--- src/rtl/buf_dist_pkg.sv ---
// buf_dist_pkg: shared types and constants for the frame distributor.
// The stored word layout fixes the data width, so W of buf_dist must equal DATA_W.
package buf_dist_pkg;
  localparam int DATA_W = 8;
  localparam int CNT_W  = 16;

  // one buffer word: data plus end-of-frame marker
  typedef struct packed {
    logic              last;
    logic [DATA_W-1:0] data;
  } word_t;

  typedef enum logic [0:0] {
    IDLE = 1'b0,
    RD   = 1'b1
  } state_t;
endpackage

--- src/rtl/buf_dist_if.sv ---
// buf_dist_if: framed source inputs and per-channel consumer outputs.
// master = source/consumer side, slave = buf_dist.
interface buf_dist_if #(
  parameter int W = 8,
  parameter int N = 2
);
  import buf_dist_pkg::*;
  localparam int SW = $clog2(N + 1);

  logic                      v_i;
  logic [W-1:0]              d_i;
  logic [SW-1:0]             sel_i;
  logic [N-1:0]              rdy;
  logic [N-1:0]              v_o;
  logic [N-1:0][W-1:0]       d_o;
  logic [N-1:0]              eof;
  logic [N-1:0]              avl;
  logic                      drop;
  logic [N-1:0][CNT_W-1:0]   drop_cnt;

  modport master (
    output v_i, d_i, sel_i, rdy,
    input  v_o, d_o, eof, avl, drop, drop_cnt
  );
  modport slave (
    input  v_i, d_i, sel_i, rdy,
    output v_o, d_o, eof, avl, drop, drop_cnt
  );
endinterface

--- src/rtl/buf_cmt_fifo.sv ---
// buf_cmt_fifo: one channel's frame buffer. Words land at a speculative
// pointer and become visible only when the frame's last word commits; an
// overflowing frame is rolled back. A read FSM drains one whole frame per request.
module buf_cmt_fifo
  import buf_dist_pkg::*;
#(
  parameter int W = DATA_W,
  parameter int D = 7
) (
  input  logic         clk,
  input  logic         rst,
  input  logic         wr_en,
  input  logic         wr_last,
  input  logic [W-1:0] wr_data,
  input  logic         rdy,
  output logic         v_o,
  output logic [W-1:0] d_o,
  output logic         eof,
  output logic         avl,
  output logic         drop
);
  localparam int CW = $clog2(2**D + 1);

  word_t          mem [2**D];
  logic [D-1:0]   wc, ws, rp, ws_inc;
  logic [CW-1:0]  cnt, cnt_nxt;
  logic           ovf, full, wr_ok, cmt, dec, issue, fin;
  state_t         state;
  word_t          rd_w;

  // one slot is always left free so a full buffer never looks empty
  assign ws_inc  = ws + 1'b1;
  assign full    = (ws_inc == rp);
  assign wr_ok   = wr_en & ~ovf & ~full;
  assign cmt     = wr_en & wr_last & ~ovf & ~full;
  assign drop    = wr_en & wr_last & (ovf | full);
  assign rd_w    = mem[rp];
  assign issue   = (state == RD) & ~fin;
  assign dec     = (state == RD) & eof;
  assign cnt_nxt = cnt + CW'(cmt) - CW'(dec);

  // word store; only the uncommitted region past wc is ever written
  always_ff @(posedge clk) begin
    if (wr_ok) mem[ws] <= '{last: wr_last, data: wr_data};
  end

  // write pointers: advance speculatively, commit on last, roll back on overflow
  always_ff @(posedge clk) begin
    if (rst) begin
      wc  <= '0;
      ws  <= '0;
      ovf <= 1'b0;
    end else if (wr_en) begin
      if (wr_last) begin
        if (ovf || full) ws <= wc;
        else begin
          ws <= ws_inc;
          wc <= ws_inc;
        end
        ovf <= 1'b0;
      end else if (ovf || full) ovf <= 1'b1;
      else ws <= ws_inc;
    end
  end

  // read FSM: issue words until the last flag, leave RD once eof is out
  always_ff @(posedge clk) begin
    if (rst) begin
      state <= IDLE;
      fin   <= 1'b0;
      rp    <= '0;
      v_o   <= 1'b0;
      d_o   <= '0;
      eof   <= 1'b0;
      cnt   <= '0;
      avl   <= 1'b0;
    end else begin
      cnt <= cnt_nxt;
      avl <= (cnt_nxt != '0);
      v_o <= issue;
      eof <= issue & rd_w.last;
      if (issue) begin
        d_o <= rd_w.data;
        rp  <= rp + 1'b1;
        if (rd_w.last) fin <= 1'b1;
      end
      case (state)
        IDLE: if (rdy && cnt != '0) state <= RD;
        RD: if (eof) begin
          state <= IDLE;
          fin   <= 1'b0;
        end
        default: state <= IDLE;
      endcase
    end
  end
endmodule

--- src/rtl/buf_dist.sv ---
// buf_dist: steers each input frame to one of N committed frame buffers
// chosen by sel_i on the frame's first word. Out-of-range selects and
// overflowing frames are discarded with a one-cycle drop pulse.
// Optional BUF_DIST_STAT_EN adds saturating per-channel discard counters.
module buf_dist
  import buf_dist_pkg::*;
#(
  parameter int W = DATA_W,
  parameter int N = 2,
  parameter int D = 7
) (
  input logic       clk,
  input logic       rst,
  buf_dist_if.slave bus
);
  localparam int SW = $clog2(N + 1);

  logic          h_v;
  logic [W-1:0]  h_d;
  logic [SW-1:0] f_sel;
  logic          frm_end, bad_sel;
  logic [N-1:0]  ch_drop;

  // one-word input holding register; destination latched on the first word
  always_ff @(posedge clk) begin
    if (rst) begin
      h_v   <= 1'b0;
      h_d   <= '0;
      f_sel <= '0;
    end else begin
      h_v <= bus.v_i;
      h_d <= bus.d_i;
      if (bus.v_i && !h_v) f_sel <= bus.sel_i;
    end
  end

  // the held word is the frame's last when v_i has already dropped
  assign frm_end  = h_v & ~bus.v_i;
  assign bad_sel  = (int'(f_sel) >= N);
  assign bus.drop = frm_end & (bad_sel | (|ch_drop));

  for (genvar i = 0; i < N; i++) begin : g_ch
    logic wr_en;
    assign wr_en = h_v & (int'(f_sel) == i);

    buf_cmt_fifo #(.W(W), .D(D)) u_fifo (
      .clk     (clk),
      .rst     (rst),
      .wr_en   (wr_en),
      .wr_last (~bus.v_i),
      .wr_data (h_d),
      .rdy     (bus.rdy[i]),
      .v_o     (bus.v_o[i]),
      .d_o     (bus.d_o[i]),
      .eof     (bus.eof[i]),
      .avl     (bus.avl[i]),
      .drop    (ch_drop[i])
    );

`ifdef BUF_DIST_STAT_EN
    logic [CNT_W-1:0] cnt_q;
    // saturating count of frames this channel discarded
    always_ff @(posedge clk) begin
      if (rst) cnt_q <= '0;
      else if (ch_drop[i] && cnt_q != '1) cnt_q <= cnt_q + 1'b1;
    end
    assign bus.drop_cnt[i] = cnt_q;
`else
    assign bus.drop_cnt[i] = '0;
`endif
  end
endmodule

--- src/flat_wrapper.sv ---
// flat-port wrapper written by rule: the top's interface ports become plain ports
module buf_dist_flat import buf_dist_pkg::*;
#(
  parameter int W = DATA_W,
  parameter int N = 2,
  parameter int D = 7
)
  (clk, rst, bus_v_i, bus_d_i, bus_sel_i, bus_rdy, bus_v_o, bus_d_o, bus_eof, bus_avl, bus_drop, bus_drop_cnt);
  buf_dist_if #(.W(W), .N(N)) bus_i ();
  input logic clk;
  input logic rst;
  input wire logic [$bits(bus_i.v_i)-1:0] bus_v_i;
  input wire logic [$bits(bus_i.d_i)-1:0] bus_d_i;
  input wire logic [$bits(bus_i.sel_i)-1:0] bus_sel_i;
  input wire logic [$bits(bus_i.rdy)-1:0] bus_rdy;
  output wire logic [$bits(bus_i.v_o)-1:0] bus_v_o;
  output wire logic [$bits(bus_i.d_o)-1:0] bus_d_o;
  output wire logic [$bits(bus_i.eof)-1:0] bus_eof;
  output wire logic [$bits(bus_i.avl)-1:0] bus_avl;
  output wire logic [$bits(bus_i.drop)-1:0] bus_drop;
  output wire logic [$bits(bus_i.drop_cnt)-1:0] bus_drop_cnt;
  assign bus_i.v_i = bus_v_i;
  assign bus_i.d_i = bus_d_i;
  assign bus_i.sel_i = bus_sel_i;
  assign bus_i.rdy = bus_rdy;
  assign bus_v_o = bus_i.v_o;
  assign bus_d_o = bus_i.d_o;
  assign bus_eof = bus_i.eof;
  assign bus_avl = bus_i.avl;
  assign bus_drop = bus_i.drop;
  assign bus_drop_cnt = bus_i.drop_cnt;
  buf_dist #(.W(W), .N(N), .D(D)) u_core (.clk(clk), .rst(rst), .bus(bus_i));
endmodule
--- config.mk ---
export PLATFORM = sky130hd
export DESIGN_NAME = buf_dist_flat
export DESIGN_NICKNAME = d
export VERILOG_FILES = /design/src/rtl/buf_dist_pkg.sv /design/src/rtl/buf_dist_if.sv /design/src/rtl/buf_cmt_fifo.sv /design/src/rtl/buf_dist.sv /design/src/flat_wrapper.sv
export SDC_FILE = /design/constraint.sdc
export NUM_CORES = 2
export LEC_CHECK = 0
export BUFFER_PORTS_ARGS = -buffer_cell sky130_fd_sc_hd__buf_2
export CAP_MARGIN = 10
export CORE_UTILIZATION = 56
export DETAILED_ROUTE_END_ITERATION = 8
export GPL_TIMING_DRIVEN = 1
export PLACE_DENSITY_LB_ADDON = 0.25
export SETUP_SLACK_MARGIN = 0.05
export SLEW_MARGIN = 10
export SYNTH_ARGS = -nofsm -noshare
export SYNTH_HDL_FRONTEND = slang
export SYNTH_SLANG_ARGS = --single-unit
--- constraint.sdc ---
create_clock -name clk -period 6.6 [get_ports clk]
set_input_delay 1.32 -clock clk [delete_from_list [all_inputs] [get_ports clk]]
set_output_delay 1.32 -clock clk [all_outputs]
set_load 0.05 [all_outputs]
# ---- After elaboration in Yosys (flattened, before gate mapping)
# Memories as Yosys holds them, arrays and structs flattened. A register that Yosys moved wholly into a read port is not among the register bits.
# Cells that the tools add are included.
dict set report op_classes {
  eq_ne 7
  mul 0
  n_bitwise 34
  add_sub_neg 8
  muxes 32
  order_cmp 1
  div 0
  shift 0
  n_reduce_logical 18
}
# op n
set op_table {}
lappend op_table {{$mux 7} 10}
lappend op_table {{$reduce_bool 8->1} 4}
lappend op_table {{$add 7x1->7 const B} 4}
lappend op_table {{$and 1x1->1} 22}
lappend op_table {{$mux 1} 20}
lappend op_table {{$add 8x1->8} 2}
lappend op_table {{$sub 8x1->8} 2}
lappend op_table {{$eq 7x7->1} 2}
lappend op_table {{$reduce_and 2->1} 6}
lappend op_table {{$not 1->1} 9}
lappend op_table {{$ne 2x1->1 const B} 2}
lappend op_table {{$ne 2x2->1 const B} 2}
lappend op_table {{$pmux 1 s2} 2}
lappend op_table {{$logic_and 1x1->1} 3}
lappend op_table {{$or 1x1->1} 3}
lappend op_table {{$eq 2x2->1 const B} 1}
lappend op_table {{$ge 2x2->1 const B} 1}
lappend op_table {{$logic_not 2->1} 1}
lappend op_table {{$logic_or 1x1->1} 2}
lappend op_table {{$reduce_or 2->1} 1}
lappend op_table {{$logic_not 1->1} 1}
dict set report totals {
  ff_bits 97
  n_memories 2
  in_bits 15
  ram_bits 2304
  output_inout_bits 55
  wordCells 127
  latchBits 0
  rom_bits 0
}
# memory words width rd rd_clocked_by_memory_dff write_ports line_no
set mem_list {}
lappend mem_list {{u_core.g_ch[0].u_fifo.mem} 128 9 1 1 1 buf_cmt_fifo.sv:24} ;# word_t mem [2**D];
lappend mem_list {{u_core.g_ch[1].u_fifo.mem} 128 9 1 1 1 buf_cmt_fifo.sv:24}

# ---- Logic depth before layout (Yosys ltp)
dict set report logic_depth {
  depth_word 8
  depth_mapped 21
}

# ---- By module
# Synthesis repeated with hierarchy kept, for this count alone.
dict set report unflattened {
  cells_unflattened 4415
  hier_area_um2 94495.6
}
# mod instances seq_area_each_um2 area_each_um2 cells_each
set modules_own_cells {}
lappend modules_own_cells {{buf_cmt_fifo (u_core.g_ch[0].u_fifo)} 1 35594.1 46975.1 2187}
lappend modules_own_cells {{buf_cmt_fifo (u_core.g_ch[1].u_fifo)} 1 35594.1 46898.7 2163}
lappend modules_own_cells {buf_dist 1 220.2 621.8 65}

# ---- Worst setup path after synthesis
# No wires, ideal clock.
dict set report synth_timing {
  path_kind {in2out}
  startpoint {in bus_v_i}
  endpoint {out bus_drop}
  n_path_buf 1
  arrival_time_ns 5.535
  stages 4
  required_time_ns 5.280
  setup_slack_ns -0.255
  path_cell_list {clkbuf_1 -> clkinv_1 -> o311ai_0 -> a31oi_1}
}
dict set report synth_between {
  elab_chain_len 6
}
# item line_no
set synth_rtl {}
lappend synth_rtl {{from (decl)} flat_wrapper.sv:12} ;# input wire logic [$bits(bus_i.v_i)-1:0] bus_v_i;
lappend synth_rtl {{$not 1->1 (*)} buf_dist.sv:50} ;# .wr_last (~bus.v_i),
lappend synth_rtl {{via u_core.g_ch[0].u_fifo.wr_last} buf_cmt_fifo.sv:13} ;# input logic wr_last,
lappend synth_rtl {{$and 1x1->1 (2 in a row)} buf_cmt_fifo.sv:36} ;# assign drop = wr_en & wr_last & (ovf | full);
lappend synth_rtl {{$reduce_or 2->1} buf_dist.sv:40} ;# assign bus.drop = frm_end & (bad_sel | (|ch_drop));
lappend synth_rtl {{$or 1x1->1} buf_dist.sv:40}
lappend synth_rtl {{$and 1x1->1 (*)} buf_dist.sv:40}
lappend synth_rtl {{to (decl)} flat_wrapper.sv:20} ;# output wire logic [$bits(bus_i.drop)-1:0] bus_drop;
# The timed path passes the listed nets; every way through them passes the cells marked *.

# ---- Final worst setup path
dict set report layout_timing {
  startpoint {reg u_core.g_ch[1].u_fifo.ws[0]}
  endpoint {out bus_drop}
}
dict set report layout_between {
  elab_chain_len 7
}
# item line_no
set layout_rtl {}
lappend layout_rtl {{from (decl)} buf_cmt_fifo.sv:25} ;# logic [D-1:0] wc, ws, rp, ws_inc;
lappend layout_rtl {{from (signal assigned)} buf_cmt_fifo.sv:55} ;# if (ovf || full) ws <= wc;
lappend layout_rtl {{from (signal assigned)} buf_cmt_fifo.sv:57} ;# ws <= ws_inc;
lappend layout_rtl {{from (signal assigned)} buf_cmt_fifo.sv:62} ;# else ws <= ws_inc;
lappend layout_rtl {{$add 7x1->7} buf_cmt_fifo.sv:32} ;# assign ws_inc = ws + 1'b1;
lappend layout_rtl {{$eq 7x7->1} buf_cmt_fifo.sv:33} ;# assign full = (ws_inc == rp);
lappend layout_rtl {{$or 1x1->1} buf_cmt_fifo.sv:36}
lappend layout_rtl {{$and 1x1->1} buf_cmt_fifo.sv:36}
lappend layout_rtl {{$reduce_or 2->1} buf_dist.sv:40}
lappend layout_rtl {{$or 1x1->1} buf_dist.sv:40}
lappend layout_rtl {{$and 1x1->1} buf_dist.sv:40}
# No other way between the ends.

==> impl_metrics.yaml <==
setup_path:
  rr_endpoint: "u_core.g_ch[1].u_fifo.avl"
  crit_start: "u_core.g_ch[1].u_fifo.ws[0]"
  cp_max_fo: 11
  worstPathCellList: "ha_1, and3_1, xnor2_1, a211oi_1, a31o_4, o311ai_0, a31oi_1, buf_2"
  crit_end: "bus_drop"
  worstPathRequired_ps: 5280
  endpoint_kind: "output pin"
  arrival_ps: 4010
  r2r_cells: 19
  cp_slowest_cell: "dfxtp_1"
  r2r_setup_slack_ps: 1670
  r2r-start: "u_core.g_ch[1].u_fifo.ws[0]"
  critical_path_class: "reg2out"
  cp_slowest_stage_delay_ps: 580
  worst_setup_path_start_kind: "register"
final_layout:
  regArea_um2: 71500
  final_cell_mix: "2304 x edfxtp_1, 635 x mux4_2, 394 x nor2_1"
  fillers: 11300
  multi_input_area_um2: 21700
  final_area_um2: 104000
  layout_commonest_cell: "edfxtp_1"
  nets: 4682
  drive_above_1_share: 0.231
  area_delta_synth_final_pct: 9.96
  diodes: 0
route:
  drc: 0
  drt_iter0_drc: 5139
  antenna_left: 0
  finalWirelength_um: 212000
  vias: 44900
  wl_per_cell_um: 30.1
  via_per_inst: 6.38
  drt_pre_antenna_iters: 7
timing:
  finalHoldViolations: 0
  period_needed_ps: 5330
  drv_slew: 0
  rsz0062_at_grt: "false"
  tns_ps: 0
  finalCritPeriodShare: 0.807
  worst_pin_slew_ps: 1370
  slew_headroom: 0.0869
  fmax_mhz: 188
  setup_violations: 0
  clock_skew_ps: 33.0
pwr:
  max-vdd-ir-drop_mv: 0.337
  internal-power_w: 0.0264
  p_sw_frac: 0.240
  p_seq_frac: 0.495
  switchingPower_w: 0.00832
  power_leakage_nw: 31.6
  p_total_w: 0.0347
  pwr-share-clk: 0.371
  p_comb_frac: 0.134
  power_density_nw_per_um2: 333
synthesis:
  synth-edff-count: 2304
  synthArstFlopShare: 0
  synth_cell_type_count: 79
  netlist_area_um2: 94800
  ys_seq_area_frac: 0.753
  yosysTopAreaCellShare: 0.729
  syn-mean-instance-area_um2: 20.9
  synthTopCellsByArea: "edfxtp_1 73%, mux4_2 15%, dfxtp_1 2.3%, mux2i_1 1.6%, nor2_1 1.6%"
  synth_warnings: 0
  synth_top_cell_by_area: "edfxtp_1"
  syn-instance-count: 4546
  synth_flop_cell: "edfxtp_1"
  ys_ff_latch: 2415
clock_network:
  cts_buffers: 226
  cts_tree: "built"
  root_buffer: "clkbuf_16"
  ctsResizeCount: 0
  cts_setup_buffers: 0
  clk_latency_ps: 840
  cts_buffer_depth: 3
  holdBufCountCts: 0
  cts_sinks: 2415
  htree_levels: 4
  clk_pin_slew_ps: 60
floorplan:
  num_io_pins: 70
  die_y_um: 414
  core_area_um2: 168000
  die_w_um: 414
  die_area_um2: 171000
  num_rows: 150
  start_util: 0.566
run_status:
  outcome: "finished clean"
placed_design:
  io_buffer_count: 37
  hpwlAfterDp_um: 126000
  gp_congestion: 0.922
  place_area_um2: 97000
grt:
  grt_pass1_wl_um: 312000
  grt_max_degree: 217
  grt_pass1_vias: 45200
  grt-ovfl-total: 0
  grt.total_usage: 0.252
  antenna_found_initial: 1
job:
  maxCapViolCount: 0
min_path:
  hold_class: "reg2reg"
  hp-start: "u_core.g_ch[1].u_fifo.wc[4]"
  hold_depth: 2
[area by class of cell]
class                           instances  share of cell area
Clock buffer                          278              0.0573
Clock inverter                        147              0.0131
Inverter                               43             0.00162
Multi-Input combinational cell       1844               0.208
Sequential cell                      2415               0.685
Tap cell                             2204              0.0264
Timing Repair Buffer                  109             0.00866
[critical path: cells and delay by family, from the launching register on]
family,cells,cell delay (ps)
AOI/OAI and AO/OA,4,1450
DFF,1,580
buffers and inverters,1,340
adders and majority gates,1,370
xor gates and xnor gates,1,100
and+or+nand+nor,1,350
[worst min path at each step]
| stage | slack [ps] | to |
|---|---|---|
| after detailed placement | 500 | u_core.g_ch[0].u_fifo.wc[0] |
| after global routing | 520 | u_core.g_ch[1].u_fifo.wc[6] |
| after CTS | 510 | u_core.g_ch[0].u_fifo.wc[0] |
| final | 510 | u_core.g_ch[1].u_fifo.wc[4] |
| after global placement | 470 | u_core.f_sel[1] |
| after floorplan | 460 | u_core.g_ch[1].u_fifo.wc[1] |
[metrics by stage]
stage               instances  setup slack (ps)  hold WS (ps)   util
finish                   7040              1270           505  0.622
global route             7040              1090           518  0.622
CTS                      7040              1270           505  0.622
detailed placement       6615              1700           497  0.579
global placement         6615              1840           474  0.579
floorplan                4577              1230           462      -
[synth_stat cells, types with 4 or more instances]
library cell and count:
nor2_1 394, a2111oi_0 13, nand4_1 16, nand3b_1 12, nor3_1 27, mux2_2 6
o21bai_1 4, inv_1 41, and2_1 24, or4_1 4, nor4_1 10, o2111ai_1 7
o21ai_0 28, buf_4 70, xnor2_1 19, o31a_1 7, nand2_1 119, and3_1 11
ha_1 26, mux4_2 635, a311oi_1 9, xor2_1 20, a311o_1 4, nand3_1 48
nand2b_1 8, edfxtp_1 2304, o221ai_1 4, a21oi_1 35, or3_1 5, o211ai_1 11
buf_2 68, buf_8 7, buf_6 32, clkbuf_1 74, mux2i_1 151, nor2b_1 24
o22ai_1 29, dfxtp_1 111, buf_1 20, a31oi_1 19, a211oi_1 32, a22oi_1 4
[registers in the layout, indices dropped and copies added (netlist names), 8 cells and up, named ones only]
register	count
u_core.g_ch.u_fifo.cnt	16
u_core.g_ch.u_fifo.d_o	16
u_core.g_ch.u_fifo.mem	2304
u_core.g_ch.u_fifo.ws	14
u_core.g_ch.u_fifo.rp	14
u_core.h_d	8
u_core.g_ch.u_fifo.wc	14
[layer usage]
metal	part of all wire	routed length, um	GRT usage
met5	0.000076	16	0
met4	0.035	7490	0.0874
met3	0.068	14500	0.0373
met2	0.50	106000	0.411
met1	0.39	83400	0.351
[logic make-up (layout without fill, tap and decap cells)]
kind of cell    Yosys count  in the layout  synth area share
buf+inv                 318            577            0.0201
xor+xnor                 43             43           0.00456
fa+ha+maj                28             28           0.00385
other cells               1             32         0.0000395
flops                  2415           2415             0.753
compound gates          228            228            0.0171
mux                     792            792             0.167
simple gates            721            721            0.0340
[power by group through the flow]
stage | logic (W) | registers, W | clock network, W
6_report | 0.00465 | 0.0171 | 0.0129
5_1_grt | 0.00493 | 0.0172 | 0.0136
4_1_cts | 0.00472 | 0.0172 | 0.0130
3_5_place_dp | 0.00470 | 0.0175 | 0
3_3_place_gp | 0.00466 | 0.0175 | 0
2_1_floorplan | 0.00359 | 0.0175 | 0
Power figures use the tool's default switching activity.
